--- src/rtl/glitch_filter_pkg.sv ---
// Shared definitions for the glitch filter scheduler.
//   gfState_e     : scheduler FSM states (idle, scanning, reloading filter length)
//   DefChannels   : default number of filtered channels
//   DefCntW       : default width of the filter length and per-channel counters
//   DefDefaultLen : default filter length loaded at reset, in visits
package glitch_filter_pkg;

    typedef enum logic [1:0] {
        StIdle,
        StScan,
        StReload
    } gfState_e;

    localparam int unsigned DefChannels   = 8;
    localparam int unsigned DefCntW       = 8;
    localparam int unsigned DefDefaultLen = 4;

endpackage

--- src/rtl/glitch_filter_eval.sv ---
// Per-visit decision for one channel (purely combinational).
//   sample    : registered raw input of the visited channel
//   level     : current filtered level of that channel
//   cnt       : consecutive mismatching visits seen so far
//   effLen    : effective filter length (never 0)
//   cntNext   : counter value to write back
//   levelNext : filtered level to write back
//   commit    : the level changes on this visit
module glitch_filter_eval #(
    parameter int unsigned CNT_W = 8
) (
    input  logic             sample,
    input  logic             level,
    input  logic [CNT_W-1:0] cnt,
    input  logic [CNT_W-1:0] effLen,
    output logic [CNT_W-1:0] cntNext,
    output logic             levelNext,
    output logic             commit
);

    // One bit wider so cnt+1 cannot wrap before the length compare.
    logic [CNT_W:0] cntInc;
    assign cntInc = {1'b0, cnt} + {{CNT_W{1'b0}}, 1'b1};

    always_comb begin
        cntNext   = cnt;
        levelNext = level;
        commit    = 1'b0;
        if (sample == level) begin
            cntNext = '0;
        end else if (cntInc >= {1'b0, effLen}) begin
            commit    = 1'b1;
            levelNext = sample;
            cntNext   = '0;
        end else if (cnt != '1) begin
            cntNext = cntInc[CNT_W-1:0];
        end
    end

endmodule

--- src/rtl/glitch_filter_scheduler.sv ---
// Round-robin glitch filter: one shared evaluation engine visits one channel per
// scan cycle and commits a level change only after effLen consecutive mismatches.
//   clk, rstN  : clock (rising edge), asynchronous active-low reset
//   enable     : scan enable
//   inData     : raw channel inputs (registered before use)
//   outData    : filtered levels
//   cfgValid/cfgReady/cfgLen : filter-length update handshake
//   eventValid/eventChan/eventLevel : one-cycle pulse per committed change
module glitch_filter_scheduler
    import glitch_filter_pkg::*;
#(
    parameter int unsigned CHANNELS    = DefChannels,
    parameter int unsigned CNT_W       = DefCntW,
    parameter int unsigned DEFAULT_LEN = DefDefaultLen
) (
    input  logic                        clk,
    input  logic                        rstN,
    input  logic                        enable,
    input  logic [CHANNELS-1:0]         inData,
    output logic [CHANNELS-1:0]         outData,
    input  logic                        cfgValid,
    output logic                        cfgReady,
    input  logic [CNT_W-1:0]            cfgLen,
    output logic                        eventValid,
    output logic [$clog2(CHANNELS)-1:0] eventChan,
    output logic                        eventLevel
);

    localparam int unsigned IdxW = $clog2(CHANNELS);
    localparam logic [IdxW-1:0] LastIdx = IdxW'(CHANNELS - 1);

    gfState_e          stateQ, stateD;
    logic [IdxW-1:0]   idxQ, idxD;
    logic [CNT_W-1:0]  cntQ [CHANNELS];
    logic [CNT_W-1:0]  cntD [CHANNELS];
    logic [CHANNELS-1:0] outQ, outD;
    logic [CHANNELS-1:0] inQ;
    logic [CNT_W-1:0]  filtLenQ, filtLenD;
    logic [CNT_W-1:0]  pendLenQ, pendLenD;
    logic              pendValidQ, pendValidD;
    logic              evValidQ, evValidD;
    logic [IdxW-1:0]   evChanQ, evChanD;
    logic              evLevelQ, evLevelD;

    logic [CNT_W-1:0]  effLen;
    logic [CNT_W-1:0]  evalCnt;
    logic              evalLevel;
    logic              evalCommit;
    logic              cfgXfer;

    assign effLen   = (filtLenQ == '0) ? CNT_W'(1) : filtLenQ;
    assign cfgReady = !pendValidQ;
    assign cfgXfer  = cfgValid && cfgReady;

    glitch_filter_eval #(
        .CNT_W(CNT_W)
    ) uEval (
        .sample   (inQ[idxQ]),
        .level    (outQ[idxQ]),
        .cnt      (cntQ[idxQ]),
        .effLen   (effLen),
        .cntNext  (evalCnt),
        .levelNext(evalLevel),
        .commit   (evalCommit)
    );

    always_comb begin
        stateD     = stateQ;
        idxD       = idxQ;
        cntD       = cntQ;
        outD       = outQ;
        filtLenD   = filtLenQ;
        pendLenD   = pendLenQ;
        pendValidD = pendValidQ;
        evValidD   = 1'b0;
        evChanD    = idxQ;
        evLevelD   = evalLevel;

        unique case (stateQ)
            StIdle: begin
                // Outside a sweep the new length can take effect immediately.
                if (cfgXfer) begin
                    filtLenD = cfgLen;
                end
                if (enable) begin
                    stateD = StScan;
                    idxD   = '0;
                end
            end
            StScan: begin
                cntD[idxQ] = evalCnt;
                outD[idxQ] = evalLevel;
                evValidD   = evalCommit;
                if (cfgXfer) begin
                    pendLenD   = cfgLen;
                    pendValidD = 1'b1;
                end
                if (!enable) begin
                    stateD = StIdle;
                    idxD   = '0;
                    for (int c = 0; c < CHANNELS; c++) begin
                        cntD[c] = '0;
                    end
                end else if (idxQ == LastIdx) begin
                    idxD = '0;
                    // Registered pendValid: a transfer on this visit waits a full sweep.
                    if (pendValidQ) begin
                        stateD = StReload;
                    end
                end else begin
                    idxD = idxQ + IdxW'(1);
                end
            end
            StReload: begin
                filtLenD   = pendLenQ;
                pendValidD = 1'b0;
                idxD       = '0;
                for (int c = 0; c < CHANNELS; c++) begin
                    cntD[c] = '0;
                end
                stateD = enable ? StScan : StIdle;
            end
            default: begin
                stateD = StIdle;
            end
        endcase
    end

    always_ff @(posedge clk or negedge rstN) begin
        if (!rstN) begin
            stateQ     <= StIdle;
            idxQ       <= '0;
            cntQ       <= '{default: '0};
            outQ       <= '0;
            inQ        <= '0;
            filtLenQ   <= CNT_W'(DEFAULT_LEN);
            pendLenQ   <= '0;
            pendValidQ <= 1'b0;
            evValidQ   <= 1'b0;
            evChanQ    <= '0;
            evLevelQ   <= 1'b0;
        end else begin
            stateQ     <= stateD;
            idxQ       <= idxD;
            cntQ       <= cntD;
            outQ       <= outD;
            inQ        <= inData;
            filtLenQ   <= filtLenD;
            pendLenQ   <= pendLenD;
            pendValidQ <= pendValidD;
            evValidQ   <= evValidD;
            evChanQ    <= evChanD;
            evLevelQ   <= evLevelD;
        end
    end

    assign outData    = outQ;
    assign eventValid = evValidQ;
    assign eventChan  = evChanQ;
    assign eventLevel = evLevelQ;

endmodule

--- config.mk ---
export PLATFORM = sky130hd
export DESIGN_NAME = glitch_filter_scheduler
export DESIGN_NICKNAME = d
export VERILOG_FILES = /design/src/rtl/glitch_filter_pkg.sv /design/src/rtl/glitch_filter_eval.sv /design/src/rtl/glitch_filter_scheduler.sv
export SDC_FILE = /design/constraint.sdc
export NUM_CORES = 1
export LEC_CHECK = 0
export BUFFER_PORTS_ARGS = -buffer_cell sky130_fd_sc_hd__buf_2
export CAP_MARGIN = 5
export CORE_MARGIN = 2
export CORE_UTILIZATION = 60
export CTS_CLUSTER_SIZE = 16
export DETAILED_ROUTE_END_ITERATION = 10
export GPL_ROUTABILITY_DRIVEN = 0
export GPL_TIMING_DRIVEN = 0
export MAX_ROUTING_LAYER = met4
export PLACE_DENSITY = 0.79
export SYNTH_ARGS = -nofsm -noshare
export SYNTH_HDL_FRONTEND = slang
export SYNTH_SLANG_ARGS = --single-unit
export TNS_END_PERCENT = 5
--- constraint.sdc ---
create_clock -name clk -period 9.3 [get_ports clk]
set_input_delay 1.86 -clock clk [delete_from_list [all_inputs] [get_ports clk]]
set_output_delay 1.86 -clock clk [all_outputs]
set_load 0.01 [all_outputs]
==> run metrics <==
status=finished, final reports clean; Period Utilization, post-route=0.564; CTS Buf Count=9; Pleak=2.65 nW; Die Span Y=98.2 um; initial core utilization=0.614; drt wl/cell=19.5 um; Hold Vio Cnt, Final=0; setup_tns=0 ns; CTS Hold Bufs=0; max-cap violations=0; pin count of the biggest net entering global routing=61; Die Area=9650 sq um; Synth Warn #=0; CP arrival=5.47 ns; I/O pins=34; Vias/cell=6.26; worst clock skew=0.00840 ns; ys flop type=dfrtp_1; largest fanout on the critical path=10; Root Buffer=clkbuf_8; fraction of layout cells with a size suffix above 1=0.182; Max stage delay on crit path=0.67 ns; fin nets=590; Distinct cells, synth=54; DPL Wire Length=9170 um; Comb pwr share=0.368; core area=8680 sq um; DRC=0; first-pass GRT wire length=21300 um; GRT Residual Overflow=0; number of synthesized register bits=107; # rows=34; Flop pwr share=0.383; final core occ=0.679; CTS tree=done; Synthesized Nets=545; Slew Limit Fails=0; worst slew pin tran=0.873 ns; Slew HR=0.414; Hold Path Class=reg2reg; Worst-Skew Late Latency=0.38 ns; post-CTS sizing=0; Tot GR Track Use=0.290; Synth Cell Area=5330 sq um; DRT iter0 DRCs=363; remaining antenna violation count after routing=0; Max VDD drop=0.106 mV; clock group share of total power=0.250; crit path time final=5.24 ns; PortBufs=33; number of diodes=0; CTS clk-pin slew, worst paths=0.11 ns; Sw Share=0.396; DR pass1 iterations=6; RSZ-0062 raised after global routing=no; startpoint types=flip-flop; Mapped Avg Cell Area=10.4 sq um; Top delay family on crit path=buffers and inverters; EDFF count, synth=0; Die W=98.2 um; CP most frequent cell=buf_2; CP required=9.53 ns; vias in the first global route=4113; Setup Crit Path Kind=reg2reg; via count=4183; Critical-path top delay cell=xor2_1; Async S/R FF share, synth=1.00; Syn Inst Count=510; CP Buf/Inv Count=5; Post-CTS Setup Bufs=0; CP endpoint kind=flip-flop; pwr dens=227 nW/um^2; Int Pwr=808 uW; Psw=529 uW; Area Overhead vs Synth=10.6%; R2R setup slack=4.06 ns; H-tree depth=3; CP Cell Sequence=buf_2 > buf_2 > buf_1 > and3_1 > a31oi_1 > nor4b_1 > nand2_1 > xor2_1 > inv_1 > ha_1 > nand3_1 > nor3_1 > a21oi_1 > clkbuf_1 > nor2b_1 > mux2i_1 > o21ai_0; Post-Route WL=13000 um; max frequency=191 MHz; register area share after synthesis=0.503; deepest clock path buffer count=2; clock sinks=107; final setup fails=0; initial antenna violation count=0
registers in the layout, indices dropped and copies added, names as in the netlist:
signal and flops:
cntQ 64, pendValidQ 1, stateQ 2, eventLevel 1
filtLenQ 8, inQ 8, evChanD 3, outData 8
eventValid 1, eventChan 3, pendLenQ 8
stage by stage:
stage	cells	total power, mW	hold WS (ns)	area (sq um)	setup slack (ns)
4_1_cts	668	1.33	0.417	5890	4.19
3_5_place_dp	652	1.00	0.395	5660	4.21
3_3_place_gp	651	0.985	0.392	5630	4.43
2_1_floorplan	510	0.847	0.375	5330	5.49
6_report	668	1.34	0.415	5890	4.06
5_1_grt	668	1.39	0.435	5890	3.76
synth_stat cells, types with 4 or more instances:
master	count	area (sq um)
buf_6	4	45.0
ha_1	15	188
buf_2	6	30.0
a21oi_1	13	65.1
mux4_2	10	225
o21ai_0	46	230
o31ai_1	32	240
mux2_2	15	169
o21ai_2	7	61.3
inv_1	18	67.6
nor3_1	13	65.1
xor2_1	4	35.0
a22o_1	6	52.6
nor2_1	11	41.3
mux2i_1	19	190
clkbuf_1	5	18.8
o21ai_1	6	30.0
dfrtp_1	106	2650
nor2b_1	9	56.3
nand2_1	101	379
nand3_1	10	50.1
cells in the final DEF, fill, tap and decap left out, types with 6 or more instances in the layout:
master / netlist / routed
o21ai_2: 7 / 7
nor2b_1: 9 / 9
mux4_2: 10 / 10
inv_1: 18 / 18
a21oi_1: 13 / 13
nand3_1: 10 / 10
dfrtp_1: 106 / 106
o21ai_1: 6 / 6
ha_1: 15 / 15
nor2_1: 11 / 11
mux2i_1: 19 / 19
a22o_1: 6 / 6
nand2_1: 101 / 101
nor3_1: 13 / 13
buf_2: 6 / 38
o31ai_1: 32 / 32
mux2_2: 15 / 15
o21ai_0: 46 / 46
clkbuf_8: 0 / 9
routing by layer:
| metal | wire length, um | share of wire | vias to the layer above | global-route usage |
|---|---|---|---|---|
| met5 | 0 | 0 | - | - |
| met4 | 312 | 0.024 | 0 | 0.121 |
| met3 | 882 | 0.068 | 31 | 0.0487 |
| met2 | 6540 | 0.50 | 177 | 0.474 |
| met1 | 5290 | 0.41 | 2043 | 0.362 |
| li1 | - | - | 1932 | - |
cell families after synthesis:
kind of cell,count (synthesis),synth area share
fa+ha+maj,15,0.0352
flops,107,0.503
simple gates,164,0.137
xor+xnor,7,0.0115
mux,44,0.110
compound gates,134,0.168
buf+inv,39,0.0359
layout make-up:
cell class | count | area (sq um)
fillers | 651 | 2790
plain buffers | 20 | 120
flip-flops and latches | 107 | 2680
inverters | 19 | 71.3
clock buffers | 9 | 124
clock inverters | 7 | 109
multi-input cells | 364 | 2460
well taps | 108 | 135
repair buffers | 34 | 195
power by group through the flow:
stage | clock network (mW) | registers (mW) | logic, mW
floorplan | 0 | 0.524 | 0.322
global placement | 0 | 0.519 | 0.466
detailed placement | 0 | 0.520 | 0.481
CTS | 0.334 | 0.511 | 0.483
global route | 0.348 | 0.515 | 0.530
finish | 0.334 | 0.512 | 0.491
worst paths after layout:
check,start,end,cells after the start
min in group asynchronous,rstN,outData[1],1
worst max register to register,evChanD[2],outData[0],17
worst min register to register,evChanD[2],eventChan[2],0
worst min-delay path,evChanD[2],eventChan[2],0
max in group asynchronous,rstN,cntQ[41],2
worst max-delay path,evChanD[2],outData[0],17
No activity file was read; power rests on OpenSTA's default activity.
